==> config.mk <==
export PLATFORM = sky130hd
export DESIGN_NAME = ps2_key_tracker_flat
export DESIGN_NICKNAME = d
export VERILOG_FILES = /design/src/rtl/ps2_key_tracker_pkg.sv /design/src/rtl/ps2_key_tracker_if.sv /design/src/rtl/ps2_key_tracker_key_repeat_timer.sv /design/src/rtl/ps2_key_tracker.sv /design/src/flat_wrapper.sv
export SDC_FILE = /design/constraint.sdc
export NUM_CORES = 1
export LEC_CHECK = 0
export ABC_AREA = 0
export CORE_UTILIZATION = 57
export DETAILED_ROUTE_END_ITERATION = 7
export DONT_BUFFER_PORTS = 1
export GPL_TIMING_DRIVEN = 0
export PLACE_DENSITY = 0.75
export SLEW_MARGIN = 20
export SYNTH_ARGS = -nofsm -noshare
export SYNTH_HDL_FRONTEND = slang
export SYNTH_SLANG_ARGS = --single-unit
==> constraint.sdc <==
create_clock -name clk -period 8 [get_ports clk]
set_input_delay 1.6 -clock clk [delete_from_list [all_inputs] [get_ports clk]]
set_output_delay 1.6 -clock clk [all_outputs]
set_load 0.05 [all_outputs]
==> src/rtl/ps2_key_tracker_pkg.sv <==
// rtl/ps2_key_tracker_pkg.sv - shared key indices, scancodes, FSM states and key-map lookup
package ps2_key_tracker_pkg;

    localparam int NUM_KEYS   = 8;
    localparam int NUM_BOARDS = 4;

    localparam logic [2:0] KEY_B0_UP   = 3'd0;
    localparam logic [2:0] KEY_B0_DOWN = 3'd1;
    localparam logic [2:0] KEY_B1_UP   = 3'd2;
    localparam logic [2:0] KEY_B1_DOWN = 3'd3;
    localparam logic [2:0] KEY_B2_UP   = 3'd4;
    localparam logic [2:0] KEY_B2_DOWN = 3'd5;
    localparam logic [2:0] KEY_B3_UP   = 3'd6;
    localparam logic [2:0] KEY_B3_DOWN = 3'd7;

    localparam logic [7:0] SC_W          = 8'h1D;
    localparam logic [7:0] SC_S          = 8'h1B;
    localparam logic [7:0] SC_I          = 8'h43;
    localparam logic [7:0] SC_K          = 8'h42;
    localparam logic [7:0] SC_KP8        = 8'h75;
    localparam logic [7:0] SC_KP2        = 8'h72;
    localparam logic [7:0] SC_ARROW_UP   = 8'h75;
    localparam logic [7:0] SC_ARROW_DOWN = 8'h72;

    typedef enum logic [1:0] {
        IDLE    = 2'd0,
        CAPTURE = 2'd1,
        LOOKUP  = 2'd2,
        APPLY   = 2'd3
    } state_t;

    typedef struct packed {
        logic       hit;
        logic [2:0] idx;
    } key_lookup_t;

    // Arrow keys and keypad 8/2 share scancodes; only the expand prefix separates them.
    function automatic key_lookup_t key_lookup(input logic expand, input logic [7:0] sc);
        key_lookup_t r;
        r.hit = 1'b1;
        r.idx = KEY_B0_UP;
        case ({expand, sc})
            {1'b0, SC_W}:          r.idx = KEY_B0_UP;
            {1'b0, SC_S}:          r.idx = KEY_B0_DOWN;
            {1'b1, SC_ARROW_UP}:   r.idx = KEY_B1_UP;
            {1'b1, SC_ARROW_DOWN}: r.idx = KEY_B1_DOWN;
            {1'b0, SC_I}:          r.idx = KEY_B2_UP;
            {1'b0, SC_K}:          r.idx = KEY_B2_DOWN;
            {1'b0, SC_KP8}:        r.idx = KEY_B3_UP;
            {1'b0, SC_KP2}:        r.idx = KEY_B3_DOWN;
            default:               r.hit = 1'b0;
        endcase
        return r;
    endfunction

endpackage

==> src/rtl/ps2_key_tracker_if.sv <==
// rtl/ps2_key_tracker_if.sv - code word and ready flag from the PS2 receiver
interface ps2_key_tracker_if;
    logic [9:0] code_in;
    logic       code_ready;

    modport master (output code_in, output code_ready);
    modport slave  (input  code_in, input  code_ready);
endinterface

==> src/rtl/ps2_key_tracker_key_repeat_timer.sv <==
// rtl/ps2_key_tracker_key_repeat_timer.sv - one board's up/down step generator with auto-repeat
module key_repeat_timer #(
    parameter logic [23:0] REPEAT_DELAY  = 24'd5_000_000,
    parameter logic [23:0] REPEAT_PERIOD = 24'd1_000_000
) (
    input  logic clk,
    input  logic rst,
    input  logic held_up,
    input  logic held_down,
    input  logic press_up,
    input  logic press_down,
    output logic step_up,
    output logic step_down
);
    localparam logic [24:0] FIRST_REPEAT = {1'b0, REPEAT_DELAY};
    localparam logic [24:0] NEXT_REPEAT  = FIRST_REPEAT + {1'b0, REPEAT_PERIOD};

    logic [1:0]        held;
    logic [1:0]        press;
    logic [1:0]        step;
    logic [1:0][24:0]  cnt_q;
    logic [1:0][24:0]  cnt_d;
    logic              conflict;

    assign held      = {held_down, held_up};
    assign press     = {press_down, press_up};
    assign conflict  = held_up & held_down;
    assign step_up   = step[0];
    assign step_down = step[1];

    // Counter value equals cycles since the first step; after each repeat it folds back
    // to FIRST_REPEAT so the next repeat is REPEAT_PERIOD cycles later.
    always_comb begin
        cnt_d = cnt_q;
        step  = '0;
        for (int i = 0; i < 2; i++) begin
            if (!held[i] || conflict) begin
                cnt_d[i] = '0;
            end else if (press[i]) begin
                cnt_d[i] = 25'd1;
                step[i]  = 1'b1;
            end else begin
                step[i]  = (cnt_q[i] == FIRST_REPEAT) || (cnt_q[i] == NEXT_REPEAT);
                cnt_d[i] = (cnt_q[i] == NEXT_REPEAT) ? FIRST_REPEAT + 25'd1 : cnt_q[i] + 25'd1;
            end
        end
    end

    always_ff @(posedge clk or posedge rst) begin
        if (rst) begin
            cnt_q <= '0;
        end else begin
            cnt_q <= cnt_d;
        end
    end

endmodule

==> src/rtl/ps2_key_tracker.sv <==
// rtl/ps2_key_tracker.sv - PS2 make/break decoder to held keys and step pulses
// Optional KEY_TIMEOUT_EN: idle timeout force-releases held keys.
module ps2_key_tracker
    import ps2_key_tracker_pkg::*;
#(
    parameter logic [23:0] REPEAT_DELAY  = 24'd5_000_000,
    parameter logic [23:0] REPEAT_PERIOD = 24'd1_000_000
`ifdef KEY_TIMEOUT_EN
    ,
    parameter logic [27:0] TIMEOUT       = 28'd200_000_000
`endif
) (
    input  logic                    clk,
    input  logic                    rst,
    ps2_key_tracker_if.slave        code_if,
    output logic [NUM_KEYS-1:0]     key_state,
    output logic [NUM_KEYS-1:0]     key_press,
    output logic [NUM_KEYS-1:0]     key_release,
    output logic [NUM_BOARDS-1:0]   step_up,
    output logic [NUM_BOARDS-1:0]   step_down,
    output logic                    unknown_code
);
    state_t               state_q, state_d;
    logic                 ready_prev_q, ready_prev_d;
    logic [9:0]           last_code_q, last_code_d;
    logic [9:0]           code_q, code_d;
    logic [NUM_KEYS-1:0]  key_state_q, key_state_d;
    logic [NUM_KEYS-1:0]  key_press_q, key_press_d;
    logic [NUM_KEYS-1:0]  key_release_q, key_release_d;
    logic                 unknown_q, unknown_d;
    logic                 evt;
    key_lookup_t          lk;
`ifdef KEY_TIMEOUT_EN
    logic [27:0]          idle_q, idle_d;
`endif

    // Ready may stay high, so a changed code word also counts as a fresh event.
    assign evt = code_if.code_ready && (!ready_prev_q || (code_if.code_in != last_code_q));
    assign lk  = key_lookup(code_q[9], code_q[7:0]);

    always_comb begin
        state_d       = state_q;
        ready_prev_d  = code_if.code_ready;
        last_code_d   = last_code_q;
        code_d        = code_q;
        key_state_d   = key_state_q;
        key_press_d   = '0;
        key_release_d = '0;
        unknown_d     = 1'b0;
        if (evt) begin
            last_code_d = code_if.code_in;
        end
        // Outputs are registered on the LOOKUP->APPLY edge so they appear while in APPLY.
        case (state_q)
            IDLE: begin
                if (evt) state_d = CAPTURE;
            end
            CAPTURE: begin
                code_d  = last_code_q;
                state_d = LOOKUP;
            end
            LOOKUP: begin
                if (!lk.hit) begin
                    unknown_d = 1'b1;
                end else if (!code_q[8]) begin
                    key_state_d[lk.idx] = 1'b1;
                    key_press_d[lk.idx] = !key_state_q[lk.idx];
                end else begin
                    key_state_d[lk.idx]   = 1'b0;
                    key_release_d[lk.idx] = key_state_q[lk.idx];
                end
                state_d = APPLY;
            end
            APPLY: begin
                state_d = IDLE;
            end
            default: state_d = IDLE;
        endcase
`ifdef KEY_TIMEOUT_EN
        idle_d = idle_q + 28'd1;
        if (evt) begin
            idle_d = '0;
        end else if (idle_q == TIMEOUT) begin
            idle_d        = '0;
            key_release_d = key_release_d | key_state_q;
            key_state_d   = '0;
        end
`endif
    end

    always_ff @(posedge clk or posedge rst) begin
        if (rst) begin
            state_q       <= IDLE;
            ready_prev_q  <= 1'b0;
            last_code_q   <= '0;
            code_q        <= '0;
            key_state_q   <= '0;
            key_press_q   <= '0;
            key_release_q <= '0;
            unknown_q     <= 1'b0;
        end else begin
            state_q       <= state_d;
            ready_prev_q  <= ready_prev_d;
            last_code_q   <= last_code_d;
            code_q        <= code_d;
            key_state_q   <= key_state_d;
            key_press_q   <= key_press_d;
            key_release_q <= key_release_d;
            unknown_q     <= unknown_d;
        end
    end

`ifdef KEY_TIMEOUT_EN
    always_ff @(posedge clk or posedge rst) begin
        if (rst) begin
            idle_q <= '0;
        end else begin
            idle_q <= idle_d;
        end
    end
`endif

    for (genvar b = 0; b < NUM_BOARDS; b++) begin : g_board
        key_repeat_timer #(
            .REPEAT_DELAY (REPEAT_DELAY),
            .REPEAT_PERIOD(REPEAT_PERIOD)
        ) u_timer (
            .clk       (clk),
            .rst       (rst),
            .held_up   (key_state_q[2*b]),
            .held_down (key_state_q[2*b+1]),
            .press_up  (key_press_q[2*b]),
            .press_down(key_press_q[2*b+1]),
            .step_up   (step_up[b]),
            .step_down (step_down[b])
        );
    end

    assign key_state    = key_state_q;
    assign key_press    = key_press_q;
    assign key_release  = key_release_q;
    assign unknown_code = unknown_q;

endmodule

==> src/flat_wrapper.sv <==
// flat-port wrapper written by rule: the top's interface ports become plain ports
module ps2_key_tracker_flat import ps2_key_tracker_pkg::*;
#(
    parameter logic [23:0] REPEAT_DELAY  = 24'd5_000_000,
    parameter logic [23:0] REPEAT_PERIOD = 24'd1_000_000

)
  (clk, rst, key_state, key_press, key_release, step_up, step_down, unknown_code, code_if_code_in, code_if_code_ready);
  ps2_key_tracker_if code_if_i ();
  input  logic clk;
  input  logic rst;
  output logic [NUM_KEYS-1:0] key_state;
  output logic [NUM_KEYS-1:0] key_press;
  output logic [NUM_KEYS-1:0] key_release;
  output logic [NUM_BOARDS-1:0] step_up;
  output logic [NUM_BOARDS-1:0] step_down;
  output logic unknown_code;
  input wire logic [$bits(code_if_i.code_in)-1:0] code_if_code_in;
  input wire logic [$bits(code_if_i.code_ready)-1:0] code_if_code_ready;
  assign code_if_i.code_in = code_if_code_in;
  assign code_if_i.code_ready = code_if_code_ready;
  ps2_key_tracker #(.REPEAT_DELAY(REPEAT_DELAY), .REPEAT_PERIOD(REPEAT_PERIOD)) u_core (.clk(clk), .rst(rst), .code_if(code_if_i), .key_state(key_state), .key_press(key_press), .key_release(key_release), .step_up(step_up), .step_down(step_down), .unknown_code(unknown_code));
endmodule
==> flow_summary.yaml <==
outcome:
  status: "finished clean"
cts:
  cts_tree: "yes"
  htreeDepth: 1
  ctsHoldBuffers: 0
  cts_sinks: 248
  postCtsSetupBuffers: 0
  numCtsBuffers: 27
  cts.reportedPaths.clkPinSlew_ns: 0.06
  cts-root-buf: "clkbuf_16"
  insertion_delay_ns: 0.53
  clockBufferDepth: 3
  cts_resized: 0
place:
  io_buffers: 0
  gp_congestion: 0.910
  dp.final_hpwl_mm: 20.0
  dp_cells: 1666
  post-place-ws_ns: 3.98
timing:
  setup_viol: 0
  clock_skew_ns: 0.0105
  setup_ws_ns: 3.43
  slew_violations: 0
  period_needed_ns: 4.57
  hold_violations: 0
  tns_ns: 0
  slew_headroom: 0.391
  timing.fmax_ghz: 0.219
  grt_setup_unrepaired: "no"
  tightest_slew_ns: 0.906
  period_share: 0.571
global_route:
  grt_overflow: 0
  grt_usage: 0.245
  grt_pass1_wl_mm: 48.0
  grt_max_degree: 34
  first_global_vias: 9676
  grt_antenna_before_repair: 0
route:
  drt_wl_total_mm: 28.2
  first_iter_violations: 534
  wl_per_cell_um: 16.5
  postRouteAntennaNets: 0
  drtPass1Iterations: 6
  vias: 9942
  via_per_inst: 5.80
  drc: 0
pwr:
  finalPower_mw: 3.15
  ir_drop_v: 0.000249
  p_leak_nw: 5.64
  power.density_nw_per_um2: 213
worst_setup_path:
  crit_required_ns: 6.40
  arrival_ns: 2.97
  path_max_fanout: 7
  cpPeakStageDelay_ns: 0.52
  cp.buffers_inverters: 3
  startpoint_type: "flop"
  cp_top_family: "simple AND/OR/NAND/NOR gates"
  crit_slowest_cell: "or4_1"
  cp-end-kind: "output port"
  crit_chain: "inv_1 > ha_1 > nor4b_1 > nand3_1 > or4_1 > clkbuf_1 > nor2b_1 > a21oi_1 > buf_4"
  critical_path_class: "flop to output port"
logic_synthesis:
  synth_cell_type_count: 63
  synth_area_um2: 13200
  ys_seq_elements: 248
  synth-edff-count: 0
  yosysSeqAreaShare: 0.470
  synth_flop_cell: "dfrtp_1"
  yosysWarnings: 0
  synth_top_family_by_area: "simple AND/OR/NAND/NOR gates"
  synthAdderAreaFrac: 0.0190
  synth_simple_gate_area_share: 0.276
  synth_xor_area_frac: 0.123
  synthesis.nets: 1405
  netlist_instances: 1372
  muxShareOfSynthArea: 0.0210
  synthArstFlopShare: 1.00
  synth_compound_gate_area_share: 0.0409
  syn_area_per_cell_um2: 9.62
die:
  ios: 46
  die_area_um2: 23800
  core_area_um2: 22700
  die_h_um: 154
  rows: 55
  die_w_um: 154
  start_util: 0.581
layout:
  antenna_cells: 0
  utilization: 0.650
  syn_to_final_growth_pct: 11.8
  drive_above_1_share: 0.104
  fin_nets: 1443
  layoutNonFillerInstCount: 1714
worst_hold_path:
  hold_class: "flop to flop"
flow_run:
  drv_cap: 0
==> cell type report <==
cell class | count | area [um^2]
clock inverters | 13 | 221
flip-flops and latches | 248 | 6210
clock buffers | 35 | 766
plain buffers | 75 | 444
repair buffers | 9 | 210
well taps | 285 | 357
multi-input cells | 992 | 6340
fillers | 1828 | 7950
inverters | 57 | 218
==> layout by cell type (no fill, tap or decap), types with 28 or more instances in the layout <==
| master | instances |
|---|---|
| and3_1 | 28 |
| nand2_1 | 81 |
| dfrtp_1 | 248 |
| xnor2_1 | 114 |
| clkbuf_1 | 31 |
| nand4_1 | 53 |
| nor3_1 | 45 |
| nand3_1 | 83 |
| inv_1 | 56 |
| nor4_1 | 29 |
| nor2_1 | 203 |
| xor2_1 | 71 |
| a21oi_1 | 45 |
==> where the power goes <==
group	total (mW)	switching, mW	leakage (nW)	internal [mW]
combinational	0.393	0.247	1.74	0.146
clock	1.36	0.501	0.487	0.864
sequential	1.39	0.0831	3.41	1.31
==> state kept, by name, summed over array words and instances (netlist names), named ones only <==
name,count
u_core.last_code_q,10
u_core.ready_prev_q,1
u_core.key_press,8
u_core.key_release,8
u_core.code_q,10
u_core.state_q,2
u_core.unknown_code,1
u_core.g_board.u_timer.cnt_q,200
==> kinds of logic after synthesis <==
| family | after synthesis |
|---|---|
| flip-flops | 248 |
| XOR/XNOR | 185 |
| buffers and inverters | 132 |
| AND/OR/NAND/NOR | 678 |
| adder cells (fa/ha/maj) | 20 |
| multiplexers | 25 |
| AO/OA/AOI/OAI | 84 |
==> synth_stat cells, types with 13 or more instances <==
cell type | number | area, um^2
nand4_1 | 53 | 332
dfrtp_1 | 248 | 6210
mux2_2 | 22 | 248
or4_1 | 16 | 120
and4_1 | 14 | 123
ha_1 | 20 | 250
buf_4 | 27 | 203
nand2_1 | 81 | 304
a21oi_1 | 45 | 225
nor4b_1 | 26 | 228
and3_1 | 28 | 175
nand2b_1 | 13 | 81.3
nor3_1 | 45 | 225
nand3_1 | 83 | 415
nor2_1 | 203 | 762
inv_1 | 57 | 214
xor2_1 | 71 | 622
nor4_1 | 29 | 181
clkbuf_1 | 29 | 109
xnor2_1 | 114 | 998
==> through the flow <==
stage,hold slack [ns],area (um^2)
final,0.532,14800
after global routing,0.554,14800
after CTS,0.532,14800
after detailed placement,0.522,13800
after global placement,0.510,13600
after floorplan,0.454,13200
==> worst paths after layout <==
check	from	end	slack, ns	cells after the start
setup reg to reg	u_core.code_q[3]	u_core.key_release[5]	5.39	5
hold / removal	u_core.g_board[3].u_timer.cnt_q[25]	u_core.g_board[3].u_timer.cnt_q[25]	0.53	1
min in group asynchronous	rst	u_core.g_board[3].u_timer.cnt_q[39]	0.99	1
max in group asynchronous	rst	u_core.g_board[0].u_timer.cnt_q[23]	5.84	5
setup / recovery	u_core.g_board[0].u_timer.cnt_q[25]	step_down[0]	3.43	9
hold reg to reg	u_core.g_board[3].u_timer.cnt_q[25]	u_core.g_board[3].u_timer.cnt_q[25]	0.53	1
==> routing by layer <==
metal	part of all wire	global-route usage
met5	0	0
met4	0.031	0.0919
met3	0.038	0.0286
met2	0.47	0.396
met1	0.47	0.340
No activity file was read; power rests on OpenSTA's default activity.
